$ cat src/rtl/cntr_param.sv
// Parametrised loadable up/down counter with boundary flags and one-cycle overflow pulse.
// Define CNTR_SAT_EN to build a saturating counter instead of the default modulo-2^WIDTH wrap.
module cntr_param #(
  parameter int unsigned WIDTH = 8,
  parameter int unsigned STEP  = 1
) (
  input  logic             clk,
  input  logic             reset_n,
  input  logic             en,
  input  logic             load,
  input  logic             inc,
  input  logic [WIDTH-1:0] d_in,
  output logic [WIDTH-1:0] d_out,
  output logic [2:0]       o_state,
  output logic             o_zero,
  output logic             o_max,
  output logic             o_ovf
);

  localparam int unsigned W1 = WIDTH + 1;
  localparam logic [W1-1:0]    STEP_EXT = W1'(STEP);
  localparam logic [WIDTH-1:0] MAX_VAL  = {WIDTH{1'b1}};

  typedef enum logic [2:0] {
    IDLE = 3'b000,
    LOAD = 3'b001,
    INC  = 3'b010,
    INC2 = 3'b011,
    DEC  = 3'b100,
    DEC2 = 3'b101
  } state_t;

  // Held as raw bits so the two unused encodings can be recognised and recovered.
  logic [2:0]       state;
  logic [WIDTH-1:0] count;
  logic             ovf;

  logic [W1-1:0]    sum;
  logic [W1-1:0]    diff;
  logic             carry;
  logic             borrow;
  logic [WIDTH-1:0] up_val;
  logic [WIDTH-1:0] dn_val;

  // Extra top bit of the WIDTH+1 result flags a boundary crossing.
  assign sum    = {1'b0, count} + STEP_EXT;
  assign diff   = {1'b0, count} - STEP_EXT;
  assign carry  = sum[WIDTH];
  assign borrow = diff[WIDTH];

`ifdef CNTR_SAT_EN
  assign up_val = carry  ? MAX_VAL : sum[WIDTH-1:0];
  assign dn_val = borrow ? '0      : diff[WIDTH-1:0];
`else
  assign up_val = sum[WIDTH-1:0];
  assign dn_val = diff[WIDTH-1:0];
`endif

  // State register, next-state selection and count datapath.
  always_ff @(posedge clk) begin
    if (!reset_n) begin
      state <= IDLE;
      count <= '0;
      ovf   <= 1'b0;
    end else if (en) begin
      case (state)
        IDLE, LOAD, INC, INC2, DEC, DEC2: begin
          if (load) begin
            state <= LOAD;
            count <= d_in;
            ovf   <= 1'b0;
          end else if (inc) begin
            state <= (state == INC) ? INC2 : INC;
            count <= up_val;
            ovf   <= carry;
          end else begin
            state <= (state == DEC) ? DEC2 : DEC;
            count <= dn_val;
            ovf   <= borrow;
          end
        end
        default: begin
          state <= IDLE;
          ovf   <= 1'b0;
        end
      endcase
    end
  end

  assign d_out   = count;
  assign o_state = state;
  assign o_ovf   = ovf;
  assign o_zero  = (count == '0);
  assign o_max   = (count == MAX_VAL);

endmodule

$ cat config.mk
export PLATFORM = sky130hd
export DESIGN_NAME = cntr_param
export DESIGN_NICKNAME = d
export VERILOG_FILES = /design/src/rtl/cntr_param.sv
export SDC_FILE = /design/constraint.sdc
export NUM_CORES = 1
export LEC_CHECK = 0
export CORE_UTILIZATION = 45
export CTS_CLUSTER_DIAMETER = 50
export DETAILED_ROUTE_END_ITERATION = 10
export GPL_TIMING_DRIVEN = 0
export PLACE_DENSITY = 0.85
export SYNTH_ARGS = -nofsm -noshare
export SYNTH_HDL_FRONTEND = slang
export SYNTH_SLANG_ARGS = --single-unit
$ cat constraint.sdc
create_clock -name clk -period 2 [get_ports clk]
set_input_delay 0.4 -clock clk [delete_from_list [all_inputs] [get_ports clk]]
set_output_delay 0.4 -clock clk [all_outputs]
set_load 0.03 [all_outputs]
## Yosys cells after proc, flatten, opt, wreduce, memory -nomap -nowiden

Cells that the tools add are included.

| operators by class | value |
|---|---|
| $add $sub $neg | 2 |
| equal/unequal tests | 6 |
| muxes and demuxes | 10 |
| reductions and logical operators | 4 |

Operators by type and width:

| operator | count |
|---|---|
| $mux W8 | 2 |
| $add A8 B1 Y9 const B | 1 |
| $mux W3 | 3 |
| $sub A8 B1 Y9 const B | 1 |
| $eq A8 B8 Y1 const B | 1 |
| $logic_not A8 Y1 | 1 |
| $eq A3 B2 Y1 const B | 2 |
| $eq A3 B3 Y1 const B | 2 |
| $reduce_or A6 Y1 | 1 |
| $mux W1 | 5 |
| $eq A3 B1 Y1 const B | 1 |
| $logic_not A3 Y1 | 1 |
| $reduce_and A2 Y1 | 1 |

| storage, ports and cells | value |
|---|---|
| bits of input ports | 13 |
| output and inout port bits | 14 |
| logic and storage cells | 25 |
| register bits after elaboration | 12 |

## Depth between registers and ports, before layout

Gate-level depths: netlist of run 1.

| depth | value |
|---|---|
| depth after elaboration | 5 |
| gate-level depth with buffers | 6 |
| gate-level depth less buffers | 6 |

## Worst setup path after synthesis of run 1

Ideal clock, no wire load.

| timing | value |
|---|---|
| path kind | register to register |
| from | register count[4] (netlist: d_out[4]) |
| to | register ovf (netlist: o_ovf) |
| buffers on the path | 1 |
| data required time | 1.899 ns |
| clock period less this slack | 1.868 ns |
| data arrival time | 1.767 ns |
| slack | 0.132 ns |
| setup time | 0.101 ns |
| stages on the path, launching flop included | 6 |
| path through | dfxtp_1 -> clkbuf_1 -> nand4_1 -> nor2_1 -> a22oi_1 -> o41ai_1 |

| between the ends | value |
|---|---|
| word-level cells in the longest chain between the ends | 4 |
| elaborated cells on any way between the ends | 5 |
| those cells by class | add/sub: 2; mux: 3 |

Ends and longest elaborated chain:

| what | RTL line | source |
|---|---|---|
| from (decl) | 35 | `logic [WIDTH-1:0] count;` |
| from (signal assigned) | 70 | `count <= d_in;` |
| from (signal assigned) | 74 | `count <= up_val;` |
| from (signal assigned) | 78 | `count <= dn_val;` |
| $sub A8 B1 Y9 or $add A8 B1 Y9 (tied branches) | 47, 46 |  |
| $mux W1 (*) | 72 | `end else if (inc) begin` |
| $mux W1 (*) | 68 | `if (load) begin` |
| $mux W1 (*) | 66 | `case (state)` |
| to (signal assigned) | 75 | `ovf <= carry;` |
| to (signal assigned) | 79 | `ovf <= borrow;` |
| to (decl) | 36 | `logic ovf;` |

Mark *: on every way between the ends. The rest lies on a longest branch, timed or not.
A chain may end at the register's enable or synchronous reset.

## Worst setup path in the final report of run 1

| timing | value |
|---|---|
| from | register count[4] (netlist: d_out[4]) |
| to | output d_out[4] |

RTL lines:

| what | RTL line | source |
|---|---|---|
| to (decl) | 13 | `output logic [WIDTH-1:0] d_out,` |

No word-level cell between the ends.

==> results of run 1 <==
[state kept, by name, indices dropped and copies added (netlist names)]
| signal | count |
|---|---|
| d_out | 8 |
| o_ovf | 1 |
| o_state | 3 |
[worst paths after layout]
kind	startpoint	to	slack, ns
setup / recovery	d_out[4]	d_out[4]	0.07
setup reg to reg	d_out[1]	d_out[6]	0.24
hold reg to reg	o_ovf	o_ovf	0.49
hold / removal	o_ovf	o_ovf	0.49
[what timing repair did]
item	in CTS	in global routing
gates resized for setup	7	4
setup endpoints to repair	2	2
endpoints found under the hold margin	0	0
gates cloned	0	0
[per-stage QoR]
stage / setup TNS, ns / hold WS, ns
floorplan: 0 / 0.500
global placement: -0.341 / 0.477
detailed placement: -0.477 / 0.478
CTS: 0 / 0.499
global route: 0 / 0.534
finish: 0 / 0.494
[cell type report]
| type | count | area share |
|---|---|---|
| timing repair buffer | 26 | 0.219 |
| multi-input combinational | 82 | 0.470 |
| sequential | 12 | 0.206 |
| inverter | 4 | 0.0128 |
| buffer | 6 | 0.0352 |
| tap | 25 | 0.0267 |
| clock buffer | 4 | 0.0309 |
[power by group]
part	switching, uW	internal, uW
Clock	86.3	111
Sequential	24.0	255
Combinational	126	115
Total	236	481
[cells in the final DEF (no fill, tap or decap), types with 2 or more instances in the layout]
cell / n
nor2_1: 12
clkdlybuf4s50_1: 24
nand3b_1: 3
and3_1: 4
a21oi_1: 5
o21ai_0: 5
nor3_1: 3
nand3_1: 2
clkbuf_1: 3
a31oi_1: 5
a2bb2oi_1: 2
a32o_1: 2
a211oi_1: 2
buf_6: 2
a22oi_1: 2
clkbuf_4: 3
ha_1: 2
dfxtp_1: 11
inv_1: 3
a22o_1: 2
nand4_1: 3
or4_1: 3
nand2_1: 8
[per-layer routing]
metal,part of all wire,routed length (um),track usage
met5,0,0,0
met4,0.014,32,0.0727
met3,0.081,187,0.0600
met2,0.50,1150,0.435
met1,0.41,933,0.309
[kinds of logic (layout without fill, tap and decap cells)]
kind of cell | after synthesis | in the layout | synth area share
muxes | 1 | 1 | 0.0134
DFF | 12 | 12 | 0.285
adders and majority gates | 3 | 3 | 0.0445
buffers and inverters | 11 | 40 | 0.0712
xor gates and xnor gates | 1 | 1 | 0.0104
AOI/OAI and AO/OA | 31 | 31 | 0.258
and+or+nand+nor | 46 | 46 | 0.318
==> run metrics, run 1 <==
Synth cell types 39; Layout Utilization 0.672; FF/Latch Area 241 um2; CTS buffer count 3; number of remaining DRC errors 0; Tcrit/Tclk final 0.964; Starting DRT DRC Count 36; Clock transition at path regs 0.08 ns; Synth top cells by count 12 x dfxtp_1, 12 x nor2_1, 8 x nand2_1; Synthesized Nets around 120; detailed-route via count around 960; Worst-Margin Slew about 0.58 ns; post-layout min period 1.93 ns; clock skew between 0.003 and 0.004 ns; number of port buffers 26; worst-skew pair later-pin latency 0.28 ns; Fin. Hold Viols 0; Tot Pwr 717 uW; Max stage delay cell, worst path clkdlybuf4s50_1; area grow syn2layout 39.2%; # H-tree levels 1; flops & latches, synth 12; Final Worst Setup Slack 0.0718 ns; first-pass GRT wire length around 3800 um; Core Box Area approximately 1700 um2; Starting Density 0.483; Worst setup SP type register; grt total ovfl 0; crit end category primary output; CP Depth 1; dpl ws -0.143 ns; worst vdd ir 0.373 mV; yosys warns 0; Post-synth ARST share 0; layout cell share with drive strength beyond 1 0.127; sequential share of the synthesized area 0.285; CP peak stage delay about 0.73 ns; hold bufs inserted after CTS 0; Placed Area around 1100 um2; Final Cell Area between 1000 and 1500 um2; drt wl/cell 14.5 um; final wirelength approximately 2300 um; Nets roughly 150; area occupied by multi-input gates ~550 um2; GPL Wtd Cong roughly 0.92; Gate Count Post-Synth between 100 and 150; post-CTS setup buffers 0; outcome finished clean; Total GRT Usage 0.252; CP Cell Sequence clkdlybuf4s50_1; R2R depth 6; Critical Path RT ~1.6 ns; dpl hpwl 1570 um; Buf/Inv on CP 1; Max Buffers Root-to-Sink 2; critical path type reg -> out; Die W 45.3 um; leakage ~0.00043 uW; die area about 2100 um2; vias in the first global route a little under 900; cell family with most CP delay buffers and inverters; Yosys top cell by area dfxtp_1; Root Driver clkbuf_4; largest net degree at the start of global routing 11; Setup Viol. Count Final 0; top cells by area, synth dfxtp_1 28%, nor2_1 5.3%, ha_1 4.5%; Worst EP arrival approximately 1.5 ns; Yosys top cell area share 0.285; Max Clock Freq 519 MHz; Site Rows 15; initial antenna violation count 0; cell count after placement about 160; total of max-cap violations 0; Fillers between 150 and 200; clock sinks 12; DR pass1 iterations 4; CTS tree yes; Ports 27; antenna cell count 0; EDFF count, synth 0; Die H 45.3 um; non-filler cells, final roughly 160; vias per inst 6.04; Netlist Area Pre-Place roughly 840 um2; Syn Area/Cell approximately 8.0 um2; Worst slew margin 0.613; hold path cells 2; Pwr Density between 600 and 700 nW/um2; RSZ-0062 raised after global routing yes; DRT antenna net count 0; Slew Viols, Final 0; CP max FO 10; Main synth FF type dfxtp_1; Hold Crit Class reg -> reg
Note: power is estimated with default switching activity, not from simulation.
==> run 2: changes to the inputs <==
GPL_TIMING_DRIVEN = not set   (was 0)
==> run 2 against run 1 <==
Cell area is 9.8% higher; wire length is 8.1% higher; core utilization rose by 6.6 points; setup slack improved by 0.011 ns; sequential share of layout area shrank 1.9 points; total power is 0.34% lower; global-route usage up 1.2 points; flip-flop and latch count did not move; clock power shrank 21%; die area unchanged; non-clock buffer count increased by 17; worst hold slack better by 0.013 ns.
==> run metrics, run 2 (synthesized netlist as in run 1, its figures left out) <==
crit end category primary output; final wirelength 2490 um (+8.1%); Max Clock Freq 522 MHz (+0.59%); initial antenna violation count 0 (unchanged); outcome finished clean; post-layout min period 1.92 ns (-0.0113 ns); area occupied by multi-input gates 549 um2 (-0.45%); CP max FO 6 (-4); Setup Viol. Count Final 0 (unchanged); Worst setup SP type register; dpl hpwl 1970 um (+25%); post-CTS setup buffers 0 (unchanged); CTS buffer count 3 (unchanged); most frequent cells in the layout 23 x clkdlybuf4s50_1, 23 x buf_4, 12 x nor2_1, 12 x dfxtp_1, 8 x nand2_1; DRT antenna net count 0 (unchanged); Final Cell Area 1290 um2 (+9.8%); clock skew 0.00461 ns (+0.000644 ns); largest net degree at the start of global routing 13 (+2); max reg flops 8 (unchanged); cell family with most CP delay simple AND/OR/NAND/NOR gates; vias per inst 5.73 (-5.2%); drt wl/cell 14.2 um (-1.8%); Root Driver clkbuf_4; Starting DRT DRC Count 44 (+22%); Internal Pwr Total 470 uW (-2.2%); Clock transition at path regs 0.08 ns (about the same); Worst EP arrival 1.52 ns (about the same); area grow syn2layout 52.8%; Core Box Area 1750 um2 (unchanged); # H-tree levels 1 (unchanged); antenna cell count 0 (unchanged); Worst slew margin 0.787 (+0.175); Final Worst Setup Slack 0.0832 ns (+0.0113 ns); CP peak stage delay 0.37 ns (-0.36 ns); Max stage delay cell, worst path dfxtp_1; worst-skew pair later-pin latency 0.27 ns (about the same); Fillers 142 (-9.6%); Buf/Inv on CP 1 (unchanged); Tcrit/Tclk final 0.958 (-0.00567); leakage 0.000539 uW (+24%); RSZ-0062 raised after global routing no; Hold Crit Class reg -> reg; worst vdd ir 0.380 mV (+2.0%); dpl ws -0.0794 ns (+0.0632 ns); CTS tree yes; Combinational Power Share 0.398 (+0.063); grt total ovfl 0 (unchanged); Max Buffers Root-to-Sink 2 (unchanged); Critical Path RT 1.60 ns (about the same); sequential share of power 0.384 (-0.006); vias in the first global route 855 (-2.3%); Sw Ratio 0.342 (+0.0127); Starting Density 0.483 (unchanged); Placed Area 1260 um2 (+11%); Die W 45.3 um (unchanged); Slew Viols, Final 0 (unchanged); Die H 45.3 um (unchanged); Site Rows 15 (unchanged); Pwr Density 554 nW/um2 (-9.2%); clock sinks 12 (unchanged); Worst-Margin Slew 0.314 ns (-0.265 ns); Ports 27 (unchanged); non-filler cells, final 175 (+10%); FF/Latch Area 240 um2 (-0.52%); clock power share 0.218 (-0.057); number of port buffers 26 (unchanged); cell count after placement 172 (+10%); P_sw 244 uW (+3.5%); Total GRT Usage 0.264 (+0.0118); detailed-route via count 1003 (+4.4%); Nets 168 (+11%); CP Cell Sequence nor4_2, and3_1, clkdlybuf4s15_1; GPL Wtd Cong 0.918 (+0.27%); number of remaining DRC errors 0 (unchanged); Fin. Hold Viols 0 (unchanged); total of max-cap violations 0 (unchanged); layout cell share with drive strength beyond 1 0.220 (+0.0931); first-pass GRT wire length 3880 um (+3.1%); die area 2050 um2 (unchanged); DR pass1 iterations 4 (unchanged); critical path type reg -> out
-- run 2: changes by cell type in the layout (fill, tap and decap cells not counted), sizes merged --
cell	delta
clkdlybuf4s50	-1
clkbuf	-3
buf	+19
dlymetal6s2s	+1
-- run 2: worst reg2reg max path, stage by stage (launching register included) --
cell       delay, ns
dfxtp_1         0.36
inv_1           0.13
ha_1            0.20
nor4b_4         0.24
a2bb2oi_1       0.12
or4_1           0.47
a31oi_1         0.17
-- run 2: through the flow --
step,hold slack [ns],power (uW),util,setup TNS (ns)
2_1_floorplan,0.500,428,-,0
3_3_place_gp,0.474,552,0.723,-0.00279
3_5_place_dp,0.495,561,0.723,-0.162
4_1_cts,0.513,714,0.738,0
5_1_grt,0.538,751,0.738,0
6_report,0.507,714,0.738,0
-- run 2: per-layer routing --
| layer | vias to the layer above | track usage | share of wire |
|---|---|---|---|
| met1 | 473 | 0.337 | 0.45 |
| met4 | 0 | 0.103 | 0.0092 |
| li1 | 489 | - | - |
| met2 | 37 | 0.446 | 0.50 |
| met5 | - | 0 | 0 |
| met3 | 4 | 0.0360 | 0.047 |
-- run 2: final timing paths --
| check | startpoint | to | slack, ns | depth (start not counted) |
|---|---|---|---|---|
| max | d_out[5] | o_zero | 0.08 | 3 |
| max reg2reg | d_out[1] | d_out[6] | 0.24 | 6 |
| min reg2reg | o_ovf | o_ovf | 0.51 | 2 |
| min | o_ovf | o_ovf | 0.51 | 2 |
-- run 2: power groups by stage --
stage	Clock [uW]	Sequential [uW]	Combinational, uW
final	156	274	284
after global routing	171	277	303
after CTS	157	274	282
after detailed placement	0	279	283
after global placement	0	277	274
after floorplan	0	309	119
-- run 2: final cells by class --
class	count	share of cell area
well taps	25	0.0243
repair buffers	49	0.334
inverters	4	0.0117
flip-flops and latches	12	0.186
multi-input cells	82	0.426
clock buffers	3	0.0175
-- run 2: what timing repair did --
item	CTS	global route
pin swaps	0	0
hold buffers	0	0
gates resized for setup	3	4
setup endpoints to repair	2	3
==> run 3: changes to the inputs <==
CAP_MARGIN = 10   (was not set)
==> results of run 3 <==
Same layout as run 2: the final DEF is identical, and so are final timing and power.
